<file path="config.mk">
export PLATFORM = sky130hd
export DESIGN_NAME = apb_req_arbiter
export DESIGN_NICKNAME = d
export VERILOG_FILES = /design/src/rtl/apb_arb_pkg.sv /design/src/rtl/rr_arbiter.sv /design/src/rtl/apb_req_arbiter.sv
export SDC_FILE = /design/constraint.sdc
export NUM_CORES = 1
export LEC_CHECK = 0
export ABC_AREA = 1
export ABC_CLOCK_PERIOD_IN_PS = 4250
export CORE_AREA = 2 2 141 143
export DETAILED_ROUTE_END_ITERATION = 6
export DIE_AREA = 0 0 143 145
export GPL_TIMING_DRIVEN = 0
export PLACE_DENSITY = 0.69
export SLEW_MARGIN = 25
export SYNTH_ARGS = -nofsm -noshare
export SYNTH_HDL_FRONTEND = slang
export SYNTH_SLANG_ARGS = --single-unit
</file>
<file path="constraint.sdc">
create_clock -name PCLK -period 4.25 [get_ports PCLK]
set_input_delay 1.0625 -clock PCLK [delete_from_list [all_inputs] [get_ports PCLK]]
set_output_delay 1.0625 -clock PCLK [all_outputs]
set_load 0.01 [all_outputs]
</file>
<file path="src/rtl/apb_arb_pkg.sv">
// Shared widths and FSM state type for the APB request arbiter.
package apb_arb_pkg;
  localparam int ADDR_W = 8;
  localparam int DATA_W = 32;
  localparam int STRB_W = 4;

  typedef enum logic {
    IDLE = 1'b0,
    BUSY = 1'b1
  } state_e;
endpackage

</file>
<file path="src/rtl/rr_arbiter.sv">
// Combinational round-robin picker: searches from last+1 upward, wrapping, and
// returns a one-hot winner (all zero when nobody requests).
module rr_arbiter #(
  parameter int NUM_REQ = 4,
  parameter int IDX_W   = 2
) (
  input  logic [NUM_REQ-1:0] req,
  input  logic [IDX_W-1:0]   last,
  output logic [NUM_REQ-1:0] win
);
  logic [IDX_W-1:0] idx;
  logic             found;

  always_comb begin
    win   = '0;
    found = 1'b0;
    idx   = '0;
    for (int i = 1; i <= NUM_REQ; i++) begin
      idx = IDX_W'((int'(last) + i) % NUM_REQ);
      if (!found && req[idx]) begin
        win[idx] = 1'b1;
        found    = 1'b1;
      end
    end
  end
endmodule

</file>
<file path="src/rtl/apb_req_arbiter.sv">
// Round-robin arbiter feeding one APB master from NUM_REQ requesters.
// Optional BUSY timeout is compiled in with `define APB_ARB_TIMEOUT_EN.
module apb_req_arbiter
  import apb_arb_pkg::*;
#(
  parameter int NUM_REQ        = 4,
  parameter int TIMEOUT_CYCLES = 64
) (
  input  logic                      PCLK,
  input  logic                      PRESET_n,
  input  logic [NUM_REQ-1:0]        req,
  input  logic [NUM_REQ-1:0]        req_write,
  input  logic [NUM_REQ*ADDR_W-1:0] req_addr,
  input  logic [NUM_REQ*DATA_W-1:0] req_wdata,
  input  logic [NUM_REQ*STRB_W-1:0] req_strb,
  output logic [NUM_REQ-1:0]        gnt,
  output logic [NUM_REQ-1:0]        rsp_done,
  output logic [DATA_W-1:0]         rsp_rdata,
  output logic                      rsp_err,
  output logic                      transfer,
  output logic                      write_read,
  output logic [ADDR_W-1:0]         addr_in,
  output logic [DATA_W-1:0]         wdata_in,
  output logic [STRB_W-1:0]         strb_in,
  input  logic                      transfer_done,
  input  logic                      error,
  input  logic [DATA_W-1:0]         rdata_out
);
  localparam int IDX_W = (NUM_REQ > 1) ? $clog2(NUM_REQ) : 1;

  state_e             state_q, state_d;
  logic [IDX_W-1:0]   last_q, last_d;
  logic [NUM_REQ-1:0] gnt_q, gnt_d, rsp_done_q, rsp_done_d;
  logic [DATA_W-1:0]  rsp_rdata_q, rsp_rdata_d, wdata_q, wdata_d;
  logic               rsp_err_q, rsp_err_d, transfer_q, transfer_d;
  logic               write_read_q, write_read_d;
  logic [ADDR_W-1:0]  addr_q, addr_d;
  logic [STRB_W-1:0]  strb_q, strb_d;

  logic [NUM_REQ-1:0] win;
  logic [IDX_W-1:0]   owner_idx;
  logic               sel_write;
  logic [ADDR_W-1:0]  sel_addr;
  logic [DATA_W-1:0]  sel_wdata;
  logic [STRB_W-1:0]  sel_strb;
  logic               tmo_hit;

`ifdef APB_ARB_TIMEOUT_EN
  localparam int TMO_W = $clog2(TIMEOUT_CYCLES + 1);
  logic [TMO_W-1:0] tmo_q, tmo_d;
  assign tmo_hit = (tmo_q == TMO_W'(TIMEOUT_CYCLES - 1));
`else
  logic [31:0] unused_tmo;
  assign unused_tmo = 32'(TIMEOUT_CYCLES);
  assign tmo_hit    = 1'b0;
`endif

  rr_arbiter #(.NUM_REQ(NUM_REQ), .IDX_W(IDX_W)) u_rr (
    .req  (req),
    .last (last_q),
    .win  (win)
  );

  // One-hot muxes: winner's command fields, and owner index for round-robin state.
  always_comb begin
    sel_write = 1'b0;
    sel_addr  = '0;
    sel_wdata = '0;
    sel_strb  = '0;
    owner_idx = '0;
    for (int i = 0; i < NUM_REQ; i++) begin
      if (win[i]) begin
        sel_write = req_write[i];
        sel_addr  = req_addr[i*ADDR_W +: ADDR_W];
        sel_wdata = req_wdata[i*DATA_W +: DATA_W];
        sel_strb  = req_strb[i*STRB_W +: STRB_W];
      end
      if (gnt_q[i]) owner_idx = IDX_W'(i);
    end
  end

  always_comb begin
    state_d      = state_q;
    last_d       = last_q;
    gnt_d        = gnt_q;
    rsp_done_d   = '0;
    rsp_rdata_d  = rsp_rdata_q;
    rsp_err_d    = rsp_err_q;
    transfer_d   = transfer_q;
    write_read_d = write_read_q;
    addr_d       = addr_q;
    wdata_d      = wdata_q;
    strb_d       = strb_q;
`ifdef APB_ARB_TIMEOUT_EN
    tmo_d        = tmo_q;
`endif
    case (state_q)
      IDLE: begin
        if (|req) begin
          state_d      = BUSY;
          gnt_d        = win;
          transfer_d   = 1'b1;
          write_read_d = sel_write;
          addr_d       = sel_addr;
          wdata_d      = sel_wdata;
          strb_d       = sel_strb;
`ifdef APB_ARB_TIMEOUT_EN
          tmo_d        = '0;
`endif
        end
      end
      BUSY: begin
        // A real completion wins over a timeout landing on the same cycle.
        if (transfer_done || tmo_hit) begin
          state_d     = IDLE;
          gnt_d       = '0;
          transfer_d  = 1'b0;
          rsp_done_d  = gnt_q;
          last_d      = owner_idx;
          rsp_err_d   = transfer_done ? error : 1'b1;
          rsp_rdata_d = (transfer_done && !write_read_q) ? rdata_out : '0;
        end
`ifdef APB_ARB_TIMEOUT_EN
        else begin
          tmo_d = tmo_q + TMO_W'(1);
        end
`endif
      end
      default: state_d = IDLE;
    endcase
  end

  always_ff @(posedge PCLK or negedge PRESET_n) begin
    if (!PRESET_n) begin
      state_q      <= IDLE;
      last_q       <= IDX_W'(NUM_REQ - 1);
      gnt_q        <= '0;
      rsp_done_q   <= '0;
      rsp_rdata_q  <= '0;
      rsp_err_q    <= 1'b0;
      transfer_q   <= 1'b0;
      write_read_q <= 1'b0;
      addr_q       <= '0;
      wdata_q      <= '0;
      strb_q       <= '0;
`ifdef APB_ARB_TIMEOUT_EN
      tmo_q        <= '0;
`endif
    end else begin
      state_q      <= state_d;
      last_q       <= last_d;
      gnt_q        <= gnt_d;
      rsp_done_q   <= rsp_done_d;
      rsp_rdata_q  <= rsp_rdata_d;
      rsp_err_q    <= rsp_err_d;
      transfer_q   <= transfer_d;
      write_read_q <= write_read_d;
      addr_q       <= addr_d;
      wdata_q      <= wdata_d;
      strb_q       <= strb_d;
`ifdef APB_ARB_TIMEOUT_EN
      tmo_q        <= tmo_d;
`endif
    end
  end

  assign gnt        = gnt_q;
  assign rsp_done   = rsp_done_q;
  assign rsp_rdata  = rsp_rdata_q;
  assign rsp_err    = rsp_err_q;
  assign transfer   = transfer_q;
  assign write_read = write_read_q;
  assign addr_in    = addr_q;
  assign wdata_in   = wdata_q;
  assign strb_in    = strb_q;
endmodule

</file>
# Word-level counts from Yosys, hierarchy flattened
# Index checks and enable logic that the tools add are counted.
# Widths: inputs -> output; s select.
# op_classes
mux	54
bitwise_logic	4
n_reduce_logical	16
eq_ne	2
add_sub_neg	4
magnitude_cmp	8
# ops
operator	n
$mux 32	5
$mux 4	12
$mux 8	4
$mux 1	20
$lt 2x3->1 const B	4
$or 4x4->4	3
$bmux 1 s2	4
$demux 1 s2	4
$ge 2x1->1 const B	4
$logic_and 1x1->1	8
$pmux 4 s2	1
$reduce_and 2->1	3
$add 2x1->2 const B	2
$add 2x2->2 const B	2
$logic_not 1->1	4
$mux 2	2
$ne 2x2->1 const B	2
$pmux 1 s2	2
$reduce_or 4->1	1
$not 1->1	1
# totals
reg_bits	90
elab_cells	99
inputBits	220
out_inout_bits	87

# Depth between registers and ports, before layout
# Gate-level depths: netlist of run 1.
# logic_depth
depth_word	17
mapped_depth	16
ltp_nobuf	15

# Hierarchy
# Synthesis of run 1 repeated with hierarchy kept, for this count alone.
# unflattened
hier_cells	849
area_unflattened_um2	5830.6
# by_module_without_submodules
mod	seq_area_each_um2	area_each_um2	cells_per_inst	n_inst
apb_req_arbiter	2254.7	5408.9	774	1
rr_arbiter	0.0	421.7	75	1

# Worst setup path before layout of run 1
# No wires, ideal clock.
# synth_timing
path_type	input -> register
startpoint	input port req[2]
endpoint	register wdata_q[11] (netlist: wdata_in[11])
cell_stages	6
arrival_ns	2.274
required_time_ns	4.133
path_slack_ns	1.860
path_buffers	2
path_cell_list	o41ai_1 clkbuf_1 clkbuf_1 nor2_1 nand2_1 nand2_1
# synth_between
elab_chain_len	16
# synth_rtl
item	line_no	source
from (decl)	apb_req_arbiter.sv:11	input logic [NUM_REQ-1:0] req,
$bmux 1 s2	rr_arbiter.sv:20	if (!found && req[idx]) begin
$mux 1 (not written as such)	rr_arbiter.sv:20	
$mux 1	rr_arbiter.sv:20	
$logic_not 1->1	rr_arbiter.sv:20	
$logic_and 1x1->1	rr_arbiter.sv:20	
$mux 1	rr_arbiter.sv:20	
$logic_not 1->1	rr_arbiter.sv:20	
$logic_and 1x1->1	rr_arbiter.sv:20	
$mux 1	rr_arbiter.sv:20	
$logic_not 1->1	rr_arbiter.sv:20	
$logic_and 1x1->1	rr_arbiter.sv:20	
$mux 4	rr_arbiter.sv:20	
$mux 32 (4 in series)	apb_req_arbiter.sv:72	if (win[i]) begin
to (signal assigned)	apb_req_arbiter.sv:159	wdata_q <= wdata_d;
to (decl)	apb_req_arbiter.sv:34	logic [DATA_W-1:0] rsp_rdata_q, rsp_rdata_d, wdata_q, wdata_d;
# Several ways; a longest one is shown, not always the timed one. The select of a mux whose other input is x is not followed.
# A chain may end at the register's enable or synchronous reset.

# Final worst setup path of run 1
# layout_timing
startpoint	input port req[3]
endpoint	register state_q
# layout_between
elab_chain_len	3
# layout_rtl
item	line_no	source
$reduce_or 4->1	apb_req_arbiter.sv:99	if (|req) begin
$mux 1	apb_req_arbiter.sv:99	
$pmux 1 s2	apb_req_arbiter.sv:97	case (state_q)
via state_d	apb_req_arbiter.sv:31	state_e state_q, state_d;
to (signal assigned)	apb_req_arbiter.sv:150	state_q <= state_d;
to (decl)	apb_req_arbiter.sv:31	
# The timed path passes the listed nets, and every way through them passes these cells.

==> parameters.txt, run 1 <==
Parameter                              Value

Clock network
  Depth of the CTS H-tree    3
  Total clock sinks    90
  Worst skew pair latency    0.34 ns
  CTS max path bufs    2
  Quantity of gates resized following cts    0
  Clock transition at the registers of the reported paths    0.07 ns
  Root Driver    sky130_fd_sc_hd__clkbuf_16
  Clock tree from TritonCTS    built
  CTS buffer count    9
  Count of hold buffers inserted by post-cts repair    0
  Setup bufs post-CTS    0

Timing
  Worst slew pin tran    0.704 ns
  Relative slew slack    0.530
  Fin crit period    3.26 ns
  Highest attainable clock frequency    306 MHz
  Setup repair after global routing missed its margin    false
  Slew Limit Fails    0
  Setup-failing EPs final    0
  Hold Vio Cnt, Final    0
  Post-route fraction of the period consumed by the critical path    0.768
  Worst clock skew    0.00578 ns

Setup path
  Required arrival time at the worst endpoint    4.44 ns
  Arrival time of the worst setup path    3.45 ns
  Worst Reg2Reg Path Length in Cells    16
  Cells traversed along the worst timing path    clkdlybuf4s50_1, o41ai_1, clkbuf_1, clkbuf_1, o21ai_0
  Kind of cell with the highest combined delay on the critical path    buffers and inverters
  Worst-path maximum fanout    10
  WP buf/inv    3
  Setup crit end    state_q
  Critical-path cell with the highest stage delay    sky130_fd_sc_hd__clkbuf_1
  Most repeated library cell on the critical path    sky130_fd_sc_hd__clkbuf_1
  WP depth    5
  Worst r2r dst    wdata_in[24]
  CP Class    in2reg
  Flop-to-flop setup slack    1.32 ns
  CP peak stage delay    0.59 ns
  Reg-to-reg critical path startpoint    last_q[0]
  Critical path launch point type    input pin
  Timing startpoint of the critical path    req[3]
  CP endpoint kind    flip-flop

Synth
  Count of different cell masters after synthesis    24
  Sequential share of the synthesized area    0.396
  Flops & latches, synth    90
  Syn_area_per_cell    6.47 µm²
  Net Count, Synth    1108
  Synth warnings    0
  Netlist Area Pre-Place    5700 µm²
  Cells after synthesis    880

Layout
  Final layout net count    1426
  Fraction of layout instances using a drive strength above 1    0.0549
  Area growth, synth to finish    66.0%
  Total of fill cells in the finished design    1903
  Diodes inserted    0
  Area of all placed cells without fillers    9450 µm²

Status
  Status    completed

Detailed routing
  Detailed Route Iter0 Violations    239
  Drt first pass iters    6
  # DRC    0
  Overall via count from detail_route    6578
  Final routed wire length divided by cell count    15.4 µm
  Antenna Nets Post-Route    0
  Final routed wirelength across all metal layers    22700 µm
  Via density    4.48

Floorplanning
  Row count    51
  Initial standard-cell utilization of the core    0.297
  # IOs    307
  Vertical die dimension    145 µm
  Total die area    20700 µm²
  Horizontal extent of the die    143 µm
  Area of the core region    19200 µm²

Power
  Power per cell area    884 nW/µm²
  Seq pwr share    0.181
  Clock power share    0.109
  Int Power    4.21 mW
  Power, Total    8.36 mW
  Net Sw Frac    0.496
  Largest voltage drop on the vdd net    344 µV
  Switching Power    4.15 mW
  Combinational share of power    0.710
  Leakage power summed over all cells    4.66 nW

Job
  Number of maximum-capacitance violations    0

GRT
  Global route total overflow    0
  Pin count of the biggest net entering global routing    53
  Antenna violations before repair    0
  Global router's overall resource usage    0.216
  Via count of the first global-routing pass    6572
  Global-route wire length before repair    35000 µm

Hold path
  Min-Delay Path Class    reg2reg
  Launch instance of the worst min-delay path    addr_in[4]

Placement
  Post-place instance area    9120 µm²
  HPWL Detailed    17600 µm
  Port Buffer Count    306
  Global placement routability congestion    0.891
-- worst min-delay path, cell delays in order (launching register included) --
cell,delay [ns]
sky130_fd_sc_hd__dfrtp_1,0.34
sky130_fd_sc_hd__nand2_1,0.05
sky130_fd_sc_hd__nand2_1,0.05
-- per-stage QoR --
stage	setup TNS (ns)	utilization	worst slack (ns)	hold WS (ns)	cells
6_report	0	0.492	0.986	0.477	1468
5_1_grt	0	0.492	0.791	0.506	1468
4_1_cts	0	0.492	0.936	0.482	1468
3_5_place_dp	0	0.475	0.594	0.464	1452
3_3_place_gp	-118.08	0.473	-1.35	0.461	1451
2_1_floorplan	0	-	1.86	0.481	880
-- power by group through the flow --
| stage | logic (mW) | registers [mW] | clock network, mW |
|---|---|---|---|
| floorplan | 3.60 | 1.67 | 0 |
| global placement | 5.93 | 1.51 | 0 |
| detailed placement | 5.99 | 1.52 | 0 |
| CTS | 6.01 | 1.51 | 0.935 |
| global route | 6.75 | 1.56 | 0.963 |
| finish | 5.93 | 1.51 | 0.911 |
-- cells in the mapped netlist --
library cell / n / area, µm²
sky130_fd_sc_hd__nor2_4: 2 / 22.5
sky130_fd_sc_hd__nand2_1: 413 / 1550
sky130_fd_sc_hd__inv_2: 1 / 3.75
sky130_fd_sc_hd__dfstp_2: 2 / 52.6
sky130_fd_sc_hd__nor2_1: 95 / 357
sky130_fd_sc_hd__ha_1: 8 / 100
sky130_fd_sc_hd__buf_6: 10 / 113
sky130_fd_sc_hd__inv_4: 2 / 12.5
sky130_fd_sc_hd__inv_1: 60 / 225
sky130_fd_sc_hd__buf_4: 4 / 30.0
sky130_fd_sc_hd__nand3b_1: 1 / 7.51
sky130_fd_sc_hd__nand3_1: 16 / 80.1
sky130_fd_sc_hd__o21ai_0: 37 / 185
sky130_fd_sc_hd__a21oi_1: 91 / 455
sky130_fd_sc_hd__dfrtp_1: 88 / 2200
sky130_fd_sc_hd__clkbuf_1: 20 / 75.1
sky130_fd_sc_hd__nand3_2: 2 / 20.0
sky130_fd_sc_hd__o41ai_1: 1 / 8.76
sky130_fd_sc_hd__buf_2: 16 / 80.1
sky130_fd_sc_hd__nand3b_4: 1 / 20.0
sky130_fd_sc_hd__nand2_4: 2 / 22.5
sky130_fd_sc_hd__nand3_4: 2 / 35.0
sky130_fd_sc_hd__o22ai_1: 2 / 12.5
sky130_fd_sc_hd__nand2_2: 4 / 25.0
-- flip-flops by register name (all words and copies together) (netlist names) --
register	flops
rsp_rdata	32
last_q	2
rsp_err	1
state_q	1
transfer	1
gnt	4
addr_in	8
strb_in	4
wdata_in	32
write_read	1
rsp_done	4
-- logic make-up after synthesis --
kind of cell,Yosys count,synth area share
and+or+nand+nor,538,0.376
AOI/OAI and AO/OA,131,0.116
adders and majority gates,8,0.0176
buffers and inverters,113,0.0947
DFF,90,0.396
-- cells in the final DEF (no fill, tap or decap) --
| cell type | instances |
|---|---|
| sky130_fd_sc_hd__dfstp_2 | 2 |
| sky130_fd_sc_hd__clkbuf_8 | 1 |
| sky130_fd_sc_hd__inv_2 | 1 |
| sky130_fd_sc_hd__o41ai_1 | 1 |
| sky130_fd_sc_hd__a21oi_1 | 91 |
| sky130_fd_sc_hd__buf_4 | 4 |
| sky130_fd_sc_hd__dfrtp_1 | 88 |
| sky130_fd_sc_hd__clkinvlp_4 | 1 |
| sky130_fd_sc_hd__o21ai_0 | 37 |
| sky130_fd_sc_hd__inv_1 | 60 |
| sky130_fd_sc_hd__bufinv_16 | 2 |
| sky130_fd_sc_hd__inv_4 | 2 |
| sky130_fd_sc_hd__inv_6 | 1 |
| sky130_fd_sc_hd__buf_16 | 1 |
| sky130_fd_sc_hd__nor2_4 | 2 |
| sky130_fd_sc_hd__nand3b_1 | 1 |
| sky130_fd_sc_hd__nand3_4 | 2 |
| sky130_fd_sc_hd__clkdlybuf4s50_1 | 305 |
| sky130_fd_sc_hd__inv_8 | 1 |
| sky130_fd_sc_hd__o22ai_1 | 2 |
| sky130_fd_sc_hd__buf_6 | 11 |
| sky130_fd_sc_hd__ha_1 | 8 |
| sky130_fd_sc_hd__clkbuf_16 | 9 |
| sky130_fd_sc_hd__nand3_1 | 16 |
| sky130_fd_sc_hd__nand2_2 | 4 |
| sky130_fd_sc_hd__nor2_1 | 95 |
| sky130_fd_sc_hd__nand3b_4 | 1 |
| sky130_fd_sc_hd__nand2_4 | 2 |
| sky130_fd_sc_hd__clkbuf_1 | 20 |
| sky130_fd_sc_hd__nand3_2 | 2 |
| sky130_fd_sc_hd__clkinv_4 | 1 |
| sky130_fd_sc_hd__nand2_1 | 413 |
| sky130_fd_sc_hd__buf_2 | 16 |
-- how the worst min path moves through the flow --
stage	to	slack, ns	cells past startpoint
floorplan	gnt[3]	0.48	1
CTS	wdata_in[0]	0.48	2
global route	wdata_in[24]	0.51	2
global placement	wdata_in[22]	0.46	2
finish	addr_in[4]	0.48	2
detailed placement	wdata_in[0]	0.46	2
-- cell type report --
cell class                 instances  area, µm²  area share
timing repair buffer             307       3090       0.327
tap                              265        332      0.0351
clock buffer                      10        239      0.0253
buffer                            50        298      0.0315
inverter                          63        241      0.0255
sequential                        90       2250       0.238
multi-input combinational        677       2900       0.307
clock inverter                     6       96.3      0.0102
-- metal layers --
metal,track usage,up-vias,share of wire
li1,-,3352,-
met1,0.258,2950,0.42
met2,0.372,244,0.46
met3,0.0624,32,0.089
met4,0.0703,0,0.023
met5,0,-,0
No activity file was read; power rests on OpenSTA's default activity.
==> run 2: changes to the inputs <==
ABC_CLOCK_PERIOD_IN_PS = 2890   (was 4250)
PLACE_DENSITY = 0.71   (was 0.69)
clock period = 2.89 ns   (was 4.25 ns; I/O delays follow)
==> run 2 against run 1 <==
  * Sequential cell count is the same
  * Clock skew increased by 0.00084 ns
  * Total power up 49%
  * Highest routed layer unchanged
  * Cell count increased by 0.68%
  * Worst hold slack got worse by 0.21 ns
  * Routed wire length barely moved
  * Largest power group unchanged
  * Sequential share of layout area down 0.27 points
  * Count of clock-buffer cells in the layout unchanged
  * Global-route usage is 0.12 points lower
  * Combinational power rose by 52%
==> parameters.txt, run 2 (same netlist as run 1, synthesis figures left out) <==
Parameter                              Value

Setup path
  Worst Reg2Reg Path Length in Cells    16 (unchanged)
  Required arrival time at the worst endpoint    3.07 ns (was 4.44 ns)
  Critical path launch point type    input pin (unchanged)
  Arrival time of the worst setup path    2.90 ns (was 3.45 ns)
  Worst-path maximum fanout    10 (unchanged)
  Flop-to-flop setup slack    0.22 ns (was 1.32 ns)
  Reg-to-reg critical path startpoint    last_q[1] (was last_q[0])
  Worst r2r dst    wdata_in[6] (was wdata_in[24])
  CP endpoint kind    flip-flop (unchanged)
  CP Class    in2reg (unchanged)

Detailed routing
  Overall via count from detail_route    6643 (was 6578)
  Antenna Nets Post-Route    0 (unchanged)
  Via density    4.49 (was 4.48)
  # DRC    0 (unchanged)
  Final routed wire length divided by cell count    15.3 µm (was 15.4 µm)
  Final routed wirelength across all metal layers    22700 µm (about the same)
  Drt first pass iters    5 (was 6)
  Detailed Route Iter0 Violations    286 (was 239)

Floorplanning
  Initial standard-cell utilization of the core    0.297 (unchanged)
  Horizontal extent of the die    143 µm (unchanged)
  Area of the core region    19200 µm² (unchanged)
  # IOs    307 (unchanged)
  Row count    51 (unchanged)
  Vertical die dimension    145 µm (unchanged)
  Total die area    20700 µm² (unchanged)

Timing
  Worst slew pin tran    0.700 ns (was 0.704 ns)
  Post-route fraction of the period consumed by the critical path    0.942
  Final WS setup    0.167 ns (was 0.986 ns)
  Hold Vio Cnt, Final    0 (unchanged)
  Setup-failing EPs final    0 (unchanged)
  Highest attainable clock frequency    367 MHz
  Fin crit period    2.72 ns
  Setup repair after global routing missed its margin    true (was false)
  Worst clock skew    0.00662 ns (was 0.00578 ns)
  Slew Limit Fails    0 (unchanged)
  Relative slew slack    0.533 (was 0.530)

Layout
  Area growth, synth to finish    67.9% (was 66.0%)
  Commonest cells after routing, fill and taps aside    sky130_fd_sc_hd__nand2_1, sky130_fd_sc_hd__clkdlybuf4s50_1, sky130_fd_sc_hd__nor2_1 (unchanged)
  Final layout net count    1436 (was 1426)
  Total area of sequential cells    2250 µm² (unchanged)
  Area used by multi-input combinational logic    2920 µm² (was 2900 µm²)
  Diodes inserted    0 (unchanged)
  Final standard cell utilization of the core    0.498 (was 0.492)
  Total of fill cells in the finished design    1874 (was 1903)
  Fraction of layout instances using a drive strength above 1    0.0651 (was 0.0549)
  Area of all placed cells without fillers    9560 µm² (was 9450 µm²)
  Non-filler cells, final    1478 (was 1468)
  Commonest non-fill, non-tap cell in the layout    sky130_fd_sc_hd__nand2_1 (unchanged)

GRT
  Pin count of the biggest net entering global routing    58 (was 53)
  Global router's overall resource usage    0.215 (was 0.216)
  Global route total overflow    0 (unchanged)
  Antenna violations before repair    0 (unchanged)
  Via count of the first global-routing pass    6447 (was 6572)
  Global-route wire length before repair    34900 µm (was 35000 µm)

Placement
  Global placement routability congestion    0.861 (was 0.891)
  Placement Setup Slack    -0.407 ns (was 0.594 ns)
  Port Buffer Count    306 (unchanged)
  Post-place instance area    9120 µm² (unchanged)
  HPWL Detailed    17200 µm (was 17600 µm)
  Cells after DPL    1452 (unchanged)

Power
  Net Sw Frac    0.494 (was 0.496)
  Largest voltage drop on the vdd net    484 µV (was 344 µV)
  Leakage power summed over all cells    4.70 nW (was 4.66 nW)
  Combinational share of power    0.723 (was 0.710)
  Switching Power    6.17 mW (was 4.15 mW)
  Power per cell area    1310 nW/µm² (was 884 nW/µm²)
  Int Power    6.32 mW (was 4.21 mW)
  Clock power share    0.100 (was 0.109)
  Seq pwr share    0.177 (was 0.181)

Hold path
  Min-Delay Path Class    in2async (was reg2reg)

Clock network
  CTS max path bufs    2 (unchanged)
  CTS buffer count    9 (unchanged)
  Total clock sinks    90 (unchanged)
  Clock tree from TritonCTS    built (unchanged)
  Clock transition at the registers of the reported paths    0.06 ns (was 0.07 ns)
  Root Driver    sky130_fd_sc_hd__clkbuf_16 (unchanged)
  Count of hold buffers inserted by post-cts repair    0 (unchanged)
  Depth of the CTS H-tree    3 (unchanged)
  Worst skew pair latency    0.35 ns (was 0.34 ns)

Status
  Status    completed (unchanged)

Job
  Number of maximum-capacitance violations    0 (unchanged)
-- run 2: changes by cell type in the layout (fill, tap and decap cells not counted), moves of 2 or more --
| cell | delta |
|---|---|
| sky130_fd_sc_hd__buf_2 | -9 |
| sky130_fd_sc_hd__buf_4 | +13 |
| sky130_fd_sc_hd__clkbuf_4 | +5 |
| sky130_fd_sc_hd__clkinvlp_4 | +2 |
-- run 2: critical path, stage by stage --
cell,delay [ns]
sky130_fd_sc_hd__clkdlybuf4s50_1,0.50
sky130_fd_sc_hd__o41ai_1,0.53
sky130_fd_sc_hd__clkbuf_2,0.39
sky130_fd_sc_hd__clkbuf_1,0.54
sky130_fd_sc_hd__o21ai_0,0.22
-- run 2: routing by layer --
metal / wire length [µm] / up-vias / global-route usage / share of wire
li1: - / 3365 / - / -
met1: 9560 / 2974 / 0.267 / 0.42
met2: 10700 / 277 / 0.363 / 0.47
met3: 2070 / 27 / 0.0597 / 0.091
met4: 378 / 0 / 0.0619 / 0.017
met5: 0 / - / 0 / 0
-- run 2: worst max path at each step --
stage	startpoint	to	slack [ns]
2_1_floorplan	last_q[0]	wdata_in[24]	0.52
3_3_place_gp	PRESET_n	wdata_in[19]	-2.45
3_5_place_dp	req[3]	state_q	-0.41
4_1_cts	last_q[0]	wdata_in[6]	0.02
5_1_grt	req[3]	strb_in[3]	-0.003
6_report	req[3]	state_q	0.17
-- run 2: what timing repair did --
action                     4_1_cts  5_1_grt
pin swaps                        0        2
setup endpoints to repair        2       42
buffers inserted                 0       10
resized for setup                2       17
-- run 2: layout make-up --
type                            instances  share of cell area
Buffer                                 50              0.0340
Tap cell                              265              0.0347
Inverter                               63              0.0262
Sequential cell                        90               0.236
Clock inverter                          6             0.00746
Clock buffer                           10              0.0250
Timing Repair Buffer                  317               0.331
Multi-Input combinational cell        677               0.306
-- run 2: per-stage QoR --
stage                     power, mW  TNS [ns]  hold slack [ns]
final                          12.5         0            0.264
after detailed placement       11.0    -12.28            0.464
after floorplan                7.74         0            0.427
after global placement         10.9   -229.57            0.460
after CTS                      12.3         0            0.268
after global routing           13.8  -0.00329            0.277
-- run 2: power groups by stage --
stage	combinational (mW)	sequential, mW	clock (mW)
4_1_cts	8.83	2.22	1.29
5_1_grt	10.2	2.27	1.34
3_3_place_gp	8.73	2.21	0
6_report	9.03	2.21	1.25
2_1_floorplan	5.29	2.45	0
3_5_place_dp	8.80	2.22	0
